File: src/rtl/gcm_ingress_sequencer_pkg.sv
// Shared types and constants for the GCM ingress sequencer and its FIFO.
// Block vectors are declared [0:BLK_W-1] so that bit 0 is the MSB.
package gcm_pkg;

  localparam int BLK_W = 128;
  localparam int IV_W  = 96;
  localparam int KEY_W = 128;
  localparam int LEN_W = 64;

  typedef struct packed {
    logic [KEY_W-1:0] key;
    logic [IV_W-1:0]  iv;
    logic [LEN_W-1:0] aad_bits;
    logic [LEN_W-1:0] pt_bits;
  } gcm_desc_t;

  typedef enum logic [1:0] {IDLE, CHECK, FILL, ISSUE} seq_state_t;

  // Ceiling of len/128 over the full 64-bit length; the result cannot overflow.
  function automatic logic [LEN_W-1:0] blocks_of(input logic [LEN_W-1:0] len);
    return (len >> 7) + {{(LEN_W-1){1'b0}}, |len[6:0]};
  endfunction

endpackage

File: src/rtl/gcm_ingress_sequencer_if.sv
// Ingress bundle: message descriptor channel plus the in-order data block channel.
interface gcm_ingress_if;
  import gcm_pkg::*;

  logic             desc_valid;
  logic             desc_ready;
  logic [KEY_W-1:0] desc_key;
  logic [IV_W-1:0]  desc_iv;
  logic [LEN_W-1:0] desc_aad_bits;
  logic [LEN_W-1:0] desc_pt_bits;
  logic             blk_valid;
  logic             blk_ready;
  logic [0:BLK_W-1] blk_data;

  modport master (
    output desc_valid, desc_key, desc_iv, desc_aad_bits, desc_pt_bits,
    output blk_valid, blk_data,
    input  desc_ready, blk_ready
  );

  modport slave (
    input  desc_valid, desc_key, desc_iv, desc_aad_bits, desc_pt_bits,
    input  blk_valid, blk_data,
    output desc_ready, blk_ready
  );

endinterface

File: src/rtl/gcm_ingress_sequencer_fifo.sv
// Block FIFO with a combinational head (rd_data shows the oldest entry) and an occupancy count.
module gcm_blk_fifo
  import gcm_pkg::*;
#(
  parameter int DEPTH = 16
) (
  input  logic                           clk,
  input  logic                           rst_n,
  input  logic                           push,
  input  logic [0:BLK_W-1]               wr_data,
  input  logic                           pop,
  output logic [0:BLK_W-1]               rd_data,
  output logic [$clog2(DEPTH+1)-1:0]     count,
  output logic                           full
);

  localparam int CNT_W = $clog2(DEPTH+1);
  localparam int PTR_W = (DEPTH > 1) ? $clog2(DEPTH) : 1;

  logic [0:BLK_W-1] mem [DEPTH];
  logic [PTR_W-1:0] wr_ptr;
  logic [PTR_W-1:0] rd_ptr;
  logic             do_push;
  logic             do_pop;

  function automatic logic [PTR_W-1:0] next_ptr(input logic [PTR_W-1:0] p);
    return (p == PTR_W'(DEPTH-1)) ? '0 : p + PTR_W'(1);
  endfunction

  assign full    = (count == CNT_W'(DEPTH));
  assign do_push = push && !full;
  assign do_pop  = pop && (count != '0);
  assign rd_data = mem[rd_ptr];

  always_ff @(posedge clk or negedge rst_n) begin
    if (!rst_n) begin
      wr_ptr <= '0;
      rd_ptr <= '0;
      count  <= '0;
    end else begin
      if (do_push) wr_ptr <= next_ptr(wr_ptr);
      if (do_pop)  rd_ptr <= next_ptr(rd_ptr);
      case ({do_push, do_pop})
        2'b10:   count <= count + CNT_W'(1);
        2'b01:   count <= count - CNT_W'(1);
        default: count <= count;
      endcase
    end
  end

  // Storage carries no reset; only pointers and count define validity.
  always_ff @(posedge clk) begin
    if (do_push) mem[wr_ptr] <= wr_data;
  end

endmodule

File: src/rtl/gcm_ingress_sequencer.sv
// Buffers one whole GCM message (AAD blocks then PT blocks) and replays it to the
// gcm_aes core gap-free, one block per cycle, with instance flags, sizes and tail masking.
module gcm_ingress_sequencer
  import gcm_pkg::*;
#(
  parameter int DEPTH = 16
) (
  input  logic              clk,
  input  logic              rst_n,
  gcm_ingress_if.slave      ing,
  output logic              o_valid,
  output logic              o_new_instance,
  output logic              o_pt_instance,
  output logic [KEY_W-1:0]  o_cipher_key,
  output logic [IV_W-1:0]   o_iv,
  output logic [0:BLK_W-1]  o_aad,
  output logic [0:BLK_W-1]  o_plain_text,
  output logic [LEN_W-1:0]  o_aad_size,
  output logic [LEN_W-1:0]  o_plain_text_size,
  output logic              o_busy,
  output logic              o_err
);

  localparam int CNT_W = $clog2(DEPTH+1);

  seq_state_t       state;
  gcm_desc_t        desc_q;
  logic [CNT_W-1:0] na_q;
  logic [CNT_W-1:0] n_q;
  logic [CNT_W-1:0] rcv_q;
  logic [CNT_W-1:0] idx_q;

  logic [LEN_W-1:0] na_w;
  logic [LEN_W-1:0] np_w;
  logic [LEN_W:0]   n_w;
  logic             too_big;

  logic [0:BLK_W-1] fifo_head;
  logic [CNT_W-1:0] fifo_count;
  logic             fifo_full;
  logic             fifo_empty;
  logic             fifo_push;
  logic             fifo_pop;

  logic             blk_hs;
  logic             last_hs;
  logic [CNT_W-1:0] emit_idx;
  logic [0:BLK_W-1] emit_raw;
  logic [0:BLK_W-1] emit_blk;
  logic             emit_is_pt;

  // Keep bits [0:rem-1] of a block and clear the rest; rem is never 0 here.
  function automatic logic [0:BLK_W-1] tail_mask(input logic [0:BLK_W-1] d,
                                                 input logic [6:0]       rem);
    logic [0:BLK_W-1] ones;
    ones = '1;
    return d & ~(ones >> rem);
  endfunction

  assign ing.desc_ready = (state == IDLE);
  assign ing.blk_ready  = (state == FILL) && (rcv_q < n_q) && !fifo_full;

  assign blk_hs     = ing.blk_valid && ing.blk_ready;
  assign last_hs    = blk_hs && ((rcv_q + CNT_W'(1)) == n_q);
  assign fifo_empty = (fifo_count == '0);

  // The final block of a one-block message bypasses the FIFO so that issue starts
  // the cycle right after its handshake; otherwise it queues behind the earlier blocks.
  assign fifo_push = blk_hs && !(last_hs && fifo_empty);
  assign fifo_pop  = (last_hs && !fifo_empty) || ((state == ISSUE) && (idx_q < n_q));

  assign na_w    = blocks_of(desc_q.aad_bits);
  assign np_w    = blocks_of(desc_q.pt_bits);
  assign n_w     = {1'b0, na_w} + {1'b0, np_w};
  assign too_big = (n_w > (LEN_W+1)'(DEPTH));

  always_comb begin
    emit_idx   = (state == ISSUE) ? idx_q : '0;
    emit_raw   = ((state == FILL) && fifo_empty) ? ing.blk_data : fifo_head;
    emit_is_pt = (emit_idx >= na_q);
    emit_blk   = emit_raw;
    if (!emit_is_pt && (emit_idx == na_q - CNT_W'(1)) && (desc_q.aad_bits[6:0] != '0))
      emit_blk = tail_mask(emit_raw, desc_q.aad_bits[6:0]);
    else if (emit_is_pt && (emit_idx == n_q - CNT_W'(1)) && (desc_q.pt_bits[6:0] != '0))
      emit_blk = tail_mask(emit_raw, desc_q.pt_bits[6:0]);
  end

  gcm_blk_fifo #(.DEPTH(DEPTH)) u_fifo (
    .clk     (clk),
    .rst_n   (rst_n),
    .push    (fifo_push),
    .wr_data (ing.blk_data),
    .pop     (fifo_pop),
    .rd_data (fifo_head),
    .count   (fifo_count),
    .full    (fifo_full)
  );

  always_ff @(posedge clk) begin
    if ((state == IDLE) && ing.desc_valid)
      desc_q <= '{key:      ing.desc_key,
                  iv:       ing.desc_iv,
                  aad_bits: ing.desc_aad_bits,
                  pt_bits:  ing.desc_pt_bits};
  end

  always_ff @(posedge clk or negedge rst_n) begin
    if (!rst_n) begin
      state             <= IDLE;
      na_q              <= '0;
      n_q               <= '0;
      rcv_q             <= '0;
      idx_q             <= '0;
      o_valid           <= 1'b0;
      o_new_instance    <= 1'b0;
      o_pt_instance     <= 1'b0;
      o_cipher_key      <= '0;
      o_iv              <= '0;
      o_aad             <= '0;
      o_plain_text      <= '0;
      o_aad_size        <= '0;
      o_plain_text_size <= '0;
      o_busy            <= 1'b0;
      o_err             <= 1'b0;
    end else begin
      o_err <= 1'b0;
      case (state)
        IDLE: begin
          if (ing.desc_valid) begin
            o_busy <= 1'b1;
            state  <= CHECK;
          end
        end

        CHECK: begin
          if (too_big) begin
            o_err  <= 1'b1;
            o_busy <= 1'b0;
            state  <= IDLE;
          end else if (n_w == '0) begin
            // Empty message: issue one all-zero AAD block, which leaves GHASH unchanged.
            na_q              <= CNT_W'(1);
            n_q               <= CNT_W'(1);
            idx_q             <= CNT_W'(1);
            o_valid           <= 1'b1;
            o_new_instance    <= 1'b1;
            o_pt_instance     <= 1'b0;
            o_aad             <= '0;
            o_plain_text      <= '0;
            o_cipher_key      <= desc_q.key;
            o_iv              <= desc_q.iv;
            o_aad_size        <= desc_q.aad_bits;
            o_plain_text_size <= desc_q.pt_bits;
            state             <= ISSUE;
          end else begin
            na_q  <= na_w[CNT_W-1:0];
            n_q   <= n_w[CNT_W-1:0];
            rcv_q <= '0;
            state <= FILL;
          end
        end

        FILL: begin
          if (blk_hs) rcv_q <= rcv_q + CNT_W'(1);
          if (last_hs) begin
            idx_q             <= CNT_W'(1);
            o_valid           <= 1'b1;
            o_new_instance    <= 1'b1;
            o_pt_instance     <= emit_is_pt;
            o_aad             <= emit_is_pt ? '0 : emit_blk;
            o_plain_text      <= emit_is_pt ? emit_blk : '0;
            o_cipher_key      <= desc_q.key;
            o_iv              <= desc_q.iv;
            o_aad_size        <= desc_q.aad_bits;
            o_plain_text_size <= desc_q.pt_bits;
            state             <= ISSUE;
          end
        end

        ISSUE: begin
          if (idx_q < n_q) begin
            idx_q          <= idx_q + CNT_W'(1);
            o_valid        <= 1'b1;
            o_new_instance <= 1'b0;
            o_pt_instance  <= emit_is_pt;
            o_aad          <= emit_is_pt ? '0 : emit_blk;
            o_plain_text   <= emit_is_pt ? emit_blk : '0;
          end else begin
            o_valid           <= 1'b0;
            o_new_instance    <= 1'b0;
            o_pt_instance     <= 1'b0;
            o_cipher_key      <= '0;
            o_iv              <= '0;
            o_aad             <= '0;
            o_plain_text      <= '0;
            o_aad_size        <= '0;
            o_plain_text_size <= '0;
            o_busy            <= 1'b0;
            state             <= IDLE;
          end
        end

        default: state <= IDLE;
      endcase
    end
  end

endmodule
File: src/flat_wrapper.sv
// flat-port wrapper written by rule: the top's interface ports become plain ports
module gcm_ingress_sequencer_flat import gcm_pkg::*;
#(
  parameter int DEPTH = 16
)
  (clk, rst_n, o_valid, o_new_instance, o_pt_instance, o_cipher_key, o_iv, o_aad, o_plain_text, o_aad_size, o_plain_text_size, o_busy, o_err, ing_desc_valid, ing_desc_key, ing_desc_iv, ing_desc_aad_bits, ing_desc_pt_bits, ing_blk_valid, ing_blk_data, ing_desc_ready, ing_blk_ready);
  gcm_ingress_if ing_i ();
  input  logic clk;
  input  logic rst_n;
  output logic o_valid;
  output logic o_new_instance;
  output logic o_pt_instance;
  output logic [KEY_W-1:0] o_cipher_key;
  output logic [IV_W-1:0] o_iv;
  output logic [0:BLK_W-1] o_aad;
  output logic [0:BLK_W-1] o_plain_text;
  output logic [LEN_W-1:0] o_aad_size;
  output logic [LEN_W-1:0] o_plain_text_size;
  output logic o_busy;
  output logic o_err;
  input wire logic [$bits(ing_i.desc_valid)-1:0] ing_desc_valid;
  input wire logic [$bits(ing_i.desc_key)-1:0] ing_desc_key;
  input wire logic [$bits(ing_i.desc_iv)-1:0] ing_desc_iv;
  input wire logic [$bits(ing_i.desc_aad_bits)-1:0] ing_desc_aad_bits;
  input wire logic [$bits(ing_i.desc_pt_bits)-1:0] ing_desc_pt_bits;
  input wire logic [$bits(ing_i.blk_valid)-1:0] ing_blk_valid;
  input wire logic [$bits(ing_i.blk_data)-1:0] ing_blk_data;
  output wire logic [$bits(ing_i.desc_ready)-1:0] ing_desc_ready;
  output wire logic [$bits(ing_i.blk_ready)-1:0] ing_blk_ready;
  assign ing_i.desc_valid = ing_desc_valid;
  assign ing_i.desc_key = ing_desc_key;
  assign ing_i.desc_iv = ing_desc_iv;
  assign ing_i.desc_aad_bits = ing_desc_aad_bits;
  assign ing_i.desc_pt_bits = ing_desc_pt_bits;
  assign ing_i.blk_valid = ing_blk_valid;
  assign ing_i.blk_data = ing_blk_data;
  assign ing_desc_ready = ing_i.desc_ready;
  assign ing_blk_ready = ing_i.blk_ready;
  gcm_ingress_sequencer #(.DEPTH(DEPTH)) u_core (.clk(clk), .rst_n(rst_n), .ing(ing_i), .o_valid(o_valid), .o_new_instance(o_new_instance), .o_pt_instance(o_pt_instance), .o_cipher_key(o_cipher_key), .o_iv(o_iv), .o_aad(o_aad), .o_plain_text(o_plain_text), .o_aad_size(o_aad_size), .o_plain_text_size(o_plain_text_size), .o_busy(o_busy), .o_err(o_err));
endmodule
File: config.mk
export PLATFORM = sky130hd
export DESIGN_NAME = gcm_ingress_sequencer_flat
export DESIGN_NICKNAME = d
export VERILOG_FILES = /design/src/rtl/gcm_ingress_sequencer_pkg.sv /design/src/rtl/gcm_ingress_sequencer_if.sv /design/src/rtl/gcm_ingress_sequencer_fifo.sv /design/src/rtl/gcm_ingress_sequencer.sv /design/src/flat_wrapper.sv
export SDC_FILE = /design/constraint.sdc
export NUM_CORES = 2
export LEC_CHECK = 0
export ABC_AREA = 1
export CORE_ASPECT_RATIO = 2
export CORE_MARGIN = 2
export CORE_UTILIZATION = 25
export CTS_BUF_LIST = sky130_fd_sc_hd__clkbuf_8
export DETAILED_ROUTE_END_ITERATION = 10
export DONT_BUFFER_PORTS = 1
export GPL_ROUTABILITY_DRIVEN = 1
export SYNTH_ARGS = -nofsm -noshare
export SYNTH_HDL_FRONTEND = slang
export SYNTH_HIERARCHICAL = 1
export SYNTH_SLANG_ARGS = --single-unit
File: constraint.sdc
create_clock -name clk -period 8.9 [get_ports clk]
set_input_delay 1.335 -clock clk [delete_from_list [all_inputs] [get_ports clk]]
set_output_delay 1.335 -clock clk [all_outputs]
set_load 0.02 [all_outputs]
Yosys cells after proc, flatten, opt, wreduce, memory -nomap -nowiden. Memory sizes are Yosys's and may differ from the RTL's. Cells that the tools add are included.

Memories kept: 1. Output and inout port bits: 615. Word-level logic and storage cells: 178. Memory bits (writable): 2048. Register bits: 1000.

Memory list: u_core.u_fifo.mem (depth 16, bits a word 128, read ports 1, clocked after memory_dff 0, write ports 1, line gcm_ingress_sequencer_fifo.sv:20) `logic [0:BLK_W-1] mem [DEPTH];`.

Reductions and logical operators: 40. Shifts and indexed selects: 2. Bitwise logic cells: 5. Order comparisons: 4. $add $sub $neg: 11. Equal/unequal tests: 20. Multiplexer cells: 72.

Operators by type and width (number): $mux 128 (15); $pmux 128 s3 (3); $mux 64 (7); $mux 96 (4); $pmux 64 s3 (2); $pmux 96 s3 (1); $and 128x128->128 (2); $not 128->128 (2); $shr 128x7->128 const A (2); $add 57x1->58 (2); $add 64x64->65 (1); $gt 65x5->1 const B (1); $logic_not 65->1 (1); $mux 5 (10); $pmux 5 s2 (2); $logic_and 1x1->1 (16); $mux 1 (16); $add 5x1->5 const B (3); $eq 5x5->1 (3); $pmux 5 s3 (1); $sub 5x1->5 const B (3); $reduce_bool 7->1 (2); $reduce_or 7->1 (2); $pmux 1 s3 (4); other kinds (24) (49).

Logic depth before layout (Yosys ltp).
Depth in word-level cells: 11. Depth in mapped cells: 45. Mapped depth without buffers: 42.

Cells and area by module. The synthesis kept the hierarchy.

By module, submodules not included: gcm_blk_fifo (cells an instance 6354, instances 1, area an instance 81304.2 um2, sequential area each 61824.3 um2); gcm_ingress_sequencer (cells an instance 5810, instances 1, area an instance 48587.8 um2, sequential area each 26460.4 um2).

Worst setup path before layout. OpenSTA, ideal clock, no wires.

Path kind: input port to flip-flop. From: input ing_desc_valid. To: register u_core/desc_q[0] in the netlist's numbering (enable). Arrival: 8190 ps. Setup slack: 8 ps. Stages: 2. Data required time: 8198 ps. Cell sequence: nand2_1 -> inv_1.

Longest elaborated chain between the ends: 1.

Ends and longest elaborated chain: start: declaration (line flat_wrapper.sv:21) `input wire logic [$bits(ing_i.desc_valid)-1:0] ing_desc_valid;`; $logic_and 1x1->1 (line gcm_ingress_sequencer.sv:100) `if ((state == IDLE) && ing.desc_valid)`; end signal: assignment (line gcm_ingress_sequencer.sv:101) `desc_q <= '{key: ing.desc_key,`; end: declaration (line gcm_ingress_sequencer.sv:27) `gcm_desc_t desc_q;`.

Every way passes these cells. A chain may end at the register's enable or synchronous reset.

Worst setup path after layout.
From: register u_core/desc_q[67] in the netlist's numbering. To: register u_core.o_plain_text_size[21].

Longest elaborated chain between the ends: 6. Elaborated cells on any way between the ends: 8. Classes of those cells: add/sub: 2; order compare: 1; eq/ne: 2; reduce/logical: 3.

Ends and longest elaborated chain: $reduce_or 7->1 * (line gcm_ingress_sequencer_pkg.sv:21) `return (len >> 7) + {{(LEN_W-1){1'b0}}, |len[6:0]};`; $add 57x1->58 * (line gcm_ingress_sequencer_pkg.sv:21); $add 64x64->65 * (line gcm_ingress_sequencer.sv:74) `assign n_w = {1'b0, na_w} + {1'b0, np_w};`; $gt 65x5->1 / $logic_not 65->1 (equally long branches) (line gcm_ingress_sequencer.sv:75, gcm_ingress_sequencer.sv:140); $ne 2x2->1 (no line) / $ne 2x1->1 (equally long branches); $reduce_and 5->1 (no line) *; end signal: assignment (line gcm_ingress_sequencer.sv:153) `o_plain_text_size <= desc_q.pt_bits;`; end signal: assignment (line gcm_ingress_sequencer.sv:175) `o_plain_text_size <= desc_q.pt_bits;`; end: declaration (line gcm_ingress_sequencer.sv:19) `output logic [LEN_W-1:0] o_plain_text_size,`.

Mark *: on every way between the ends. The rest lies on a longest branch, timed or not.

==> run metrics <==
status=finished, final reports clean; warning count from the yosys run=6; CTS buffer count=441; routed length per instance=31.4 um; worst setup slack after layout=0.302 ns; final setup skew=between 0.15 and 0.2 ns; fraction of final layout cells with drive strength greater than 1=7.44%; WP data arrival=between 9 and 10 ns; via count of the first global-routing pass=about 90000; Die Wd=514 um; CTS tree=yes; endpoints failing setup=0; most frequent cell on the critical path=nand2_1; Power, Total=0.0357 W; Syn-to-layout area delta=12.6%; post-synthesis share of cell area spent on full adders, half adders and majority gates=less than 1%; cell leakage power=~55 nW; final setup TNS=0 ns; CTS Root Cell=clkbuf_8; post-synthesis sequential area ratio=68.0%; Setup Crit Path Kind=register to register; number of top-level design ports=1099; number of synthesized flops with an enable pin=2400; number of clock sinks=3048; floorplan core area=518000 um2; clk_lat worst skew=roughly 1.2 ns; number of placed cells counting well taps=18477; Highest Clock Rate=116 MHz; compound-cell area share of the yosys netlist=9.07%; fraction of synthesized cell area taken by the top area cell type=55.5%; largest net degree at the start of global routing=247; kind of end point of the critical path=register; Final Hold Fails=0; RSZ-0062 raised after global routing=no; shortest period the worst path allows=8.60 ns; max cap viols=0; synth top area cells=edfxtp_1 55%, dfrtp_1 12%, nand2_1 10%; wire length of the first global-routing pass=803000 um; input/output buffers=0; vias per inst=4.93; overall die height=~1000 um; wire length reported by the detailed router=just over 600000 um; Synth area leader=edfxtp_1; Max-slew headroom=14.3%; Synth Instances=12164; Non-Filler Cell Area, Final=146000 um2; Worst Max-Slew Pin Slew=1.25 ns; count of cell types in the netlist=57; total global-route track usage=22.5%; startpoint type of the worst setup path=register; CP peak stage delay=0.66 ns; post-synthesis cell area=~130000 um2; 1st-pass router iterations=8; area of the die=about 530000 um2; Mean Syn Cell Area=10.7 um2; starting density of the core=25.1%; clk slew on worst S/H paths=0.07 ns; required time of the worst setup path=9.82 ns; Synth Flop Type=edfxtp_1; Starting DRT DRC Count=9591; fill cell total of the finished layout=53718; placed wire-length estimate=411000 um; total overflow reported by the global router=0; slowest cell on the critical path=o21ai_0; post-synthesis simple-gate area fraction=between 10% and 20%; Post-layout nets=~13000; number of rows in the core area=374; Residual DRC=0; Worst VDD drop=240 uV; initial antenna violation count=139; Vias=between 90000 and 100k; # Post-CTS Setup Buffers=0; combinational family with the most area after synthesis=simple AND/OR/NAND/NOR gates; final critical-path share of the clock period=96.6%; maximum net fanout on the critical path=109; share of synthesized area spent on multiplexers=0.624%; H-tree level count=5; maximum buffer depth of the clock tree=5; final estimated routing congestion in global placement=1.06; Seq cells post-synth=approximately 3000; non-filler instance count after layout=19383; synthesized-area fraction occupied by xor and xnor cells=less than 1%; Post-Place Worst Slack=0.126 ns; final antenna-violating net count=0; cell area reported after detailed placement=137000 um2; area of the multi-input gates=35600 um2; net count after synthesis=12740; path type of the worst min-delay path=input port to register; number of max-slew violations in the final report=0; register cell area after layout=88300 um2; ys async rst share=between 20% and 30%; power per unit of standard cell area=244 nW/um2
-- report_power, final --
group          internal [W]  switching [W]
Clock               0.00557        0.00575
Combinational       0.00113        0.00347
Sequential           0.0165        0.00327
-- worst max-delay path: cells and delay by family, from the launching register on --
kind | cells | cell delay (ns)
AOI/OAI and AO/OA | 4 | 1.42
buffers and inverters | 2 | 0.41
adders and majority gates | 2 | 0.77
and+or+nand+nor | 25 | 4.56
DFF | 1 | 0.52
xor gates and xnor gates | 1 | 0.37
-- layout by cell type, fill, tap and decap left out, types with 6 or more instances in the layout --
master,count
nand2_1,3539
diode_2,110
nand2_2,9
o21ai_0,1052
o221ai_1,28
clkinv_2,61
nor3_1,38
mux2_2,48
a21oi_1,663
o21bai_1,6
nor2_4,18
bufinv_16,21
o211ai_1,261
o2111ai_1,6
o21ai_1,147
clkinvlp_4,9
buf_12,47
xnor2_1,24
ha_1,88
nand3_2,9
inv_8,8
inv_6,7
nand4_1,68
edfxtp_1,2400
nor2_2,15
inv_1,898
nor4_1,10
xor2_1,57
dfrtp_1,645
nor2_1,1049
clkbuf_8,477
nand3b_1,23
mux2i_1,22
clkinv_1,75
buf_4,143
nand3_1,446
or2_2,17
-- metrics by stage --
stage	hold slack, ns	utilization [%]
2_1_floorplan	0.425	-
3_3_place_gp	0.428	26.5
3_5_place_dp	0.435	26.5
4_1_cts	0.119	28.2
5_1_grt	0.191	28.2
6_report	0.269	28.2
-- cell usage after synthesis (all sizes together), types with 3 or more instances --
cell type / instances
nand3: 456
and2: 6
o21ai: 1199
nor2: 1083
nand2: 3552
o211ai: 261
o2111ai: 6
mux2: 48
nor3b: 4
xor2: 57
edfxtp: 2400
nor3: 42
ha: 90
or2: 17
buf: 385
clkinv: 4
dfrtp: 648
o221ai: 28
a21oi: 665
nor4: 10
o211a: 3
nand4: 68
mux2i: 27
nand3b: 23
xnor2: 24
inv: 769
clkbuf: 263
o21bai: 6
-- final timing paths --
kind / start / to / slack [ns] / depth (start not counted)
max: u_core/desc_q[67] / u_core/o_plain_text_size[21] / 0.30 / 34
min in group asynchronous: rst_n / u_core/o_aad_size[13] / 0.30 / 1
max reg2reg: u_core/desc_q[67] / u_core/o_plain_text_size[21] / 0.30 / 34
max in group asynchronous: rst_n / u_core/o_plain_text_size[62] / 6.72 / 3
min: ing_blk_data[7] / u_core/u_fifo/mem[0][7] / 0.27 / 0
min reg2reg: u_core/desc_q[235] / u_core/o_cipher_key[11] / 0.44 / 2
-- cell families (layout without fill, tap and decap cells) --
kind of cell / Yosys count / after routing
compound gates: 2183 / 2183
mux: 75 / 75
other cells: 0 / 110
buf+inv: 1421 / 1762
flops: 3048 / 3048
fa+ha+maj: 92 / 92
simple gates: 5264 / 5264
xor+xnor: 81 / 81
-- metal layers --
| metal | vias up | track usage (%) | part of all wire [%] |
|---|---|---|---|
| met1 | 47641 | 22.8 | 33 |
| met4 | 74 | 17.2 | 8.8 |
| met2 | 5064 | 37.3 | 48 |
| li1 | 41526 | - | - |
| met5 | - | 0 | 0.082 |
| met3 | 1347 | 8.59 | 11 |
-- timing repair --
action | CTS | global route
endpoints found under the hold margin | 172 | 0
endpoints found under the setup margin | 0 | 611
hold buffers | 1 | 0
gates resized for setup | 0 | 11
-- sequential cells by signal (all words and copies together), names as in the netlist, 4 cells and up, named ones only --
name	flops
u_core/desc_q	352
u_core/n_q	5
u_core/idx_q	5
u_core/o_aad_size	64
u_core/u_fifo/rd_ptr	4
u_core/na_q	5
u_core/o_cipher_key	128
u_core/u_fifo/count	5
u_core/rcv_q	5
u_core/o_plain_text	128
u_core/o_aad	128
u_core/u_fifo/mem	2048
u_core/u_fifo/wr_ptr	4
u_core/o_iv	96
u_core/o_plain_text_size	64
-- cell type report --
cell class / count / area share [%]
diodes: 110 / 0.188
clock buffers: 477 / 4.49
clock inverters: 316 / 1.36
inverters: 773 / 2.02
multi-input cells: 7695 / 24.3
flip-flops and latches: 3048 / 60.3
well taps: 6768 / 5.79
repair buffers: 196 / 1.48
Note: power is estimated with default switching activity, not from simulation.
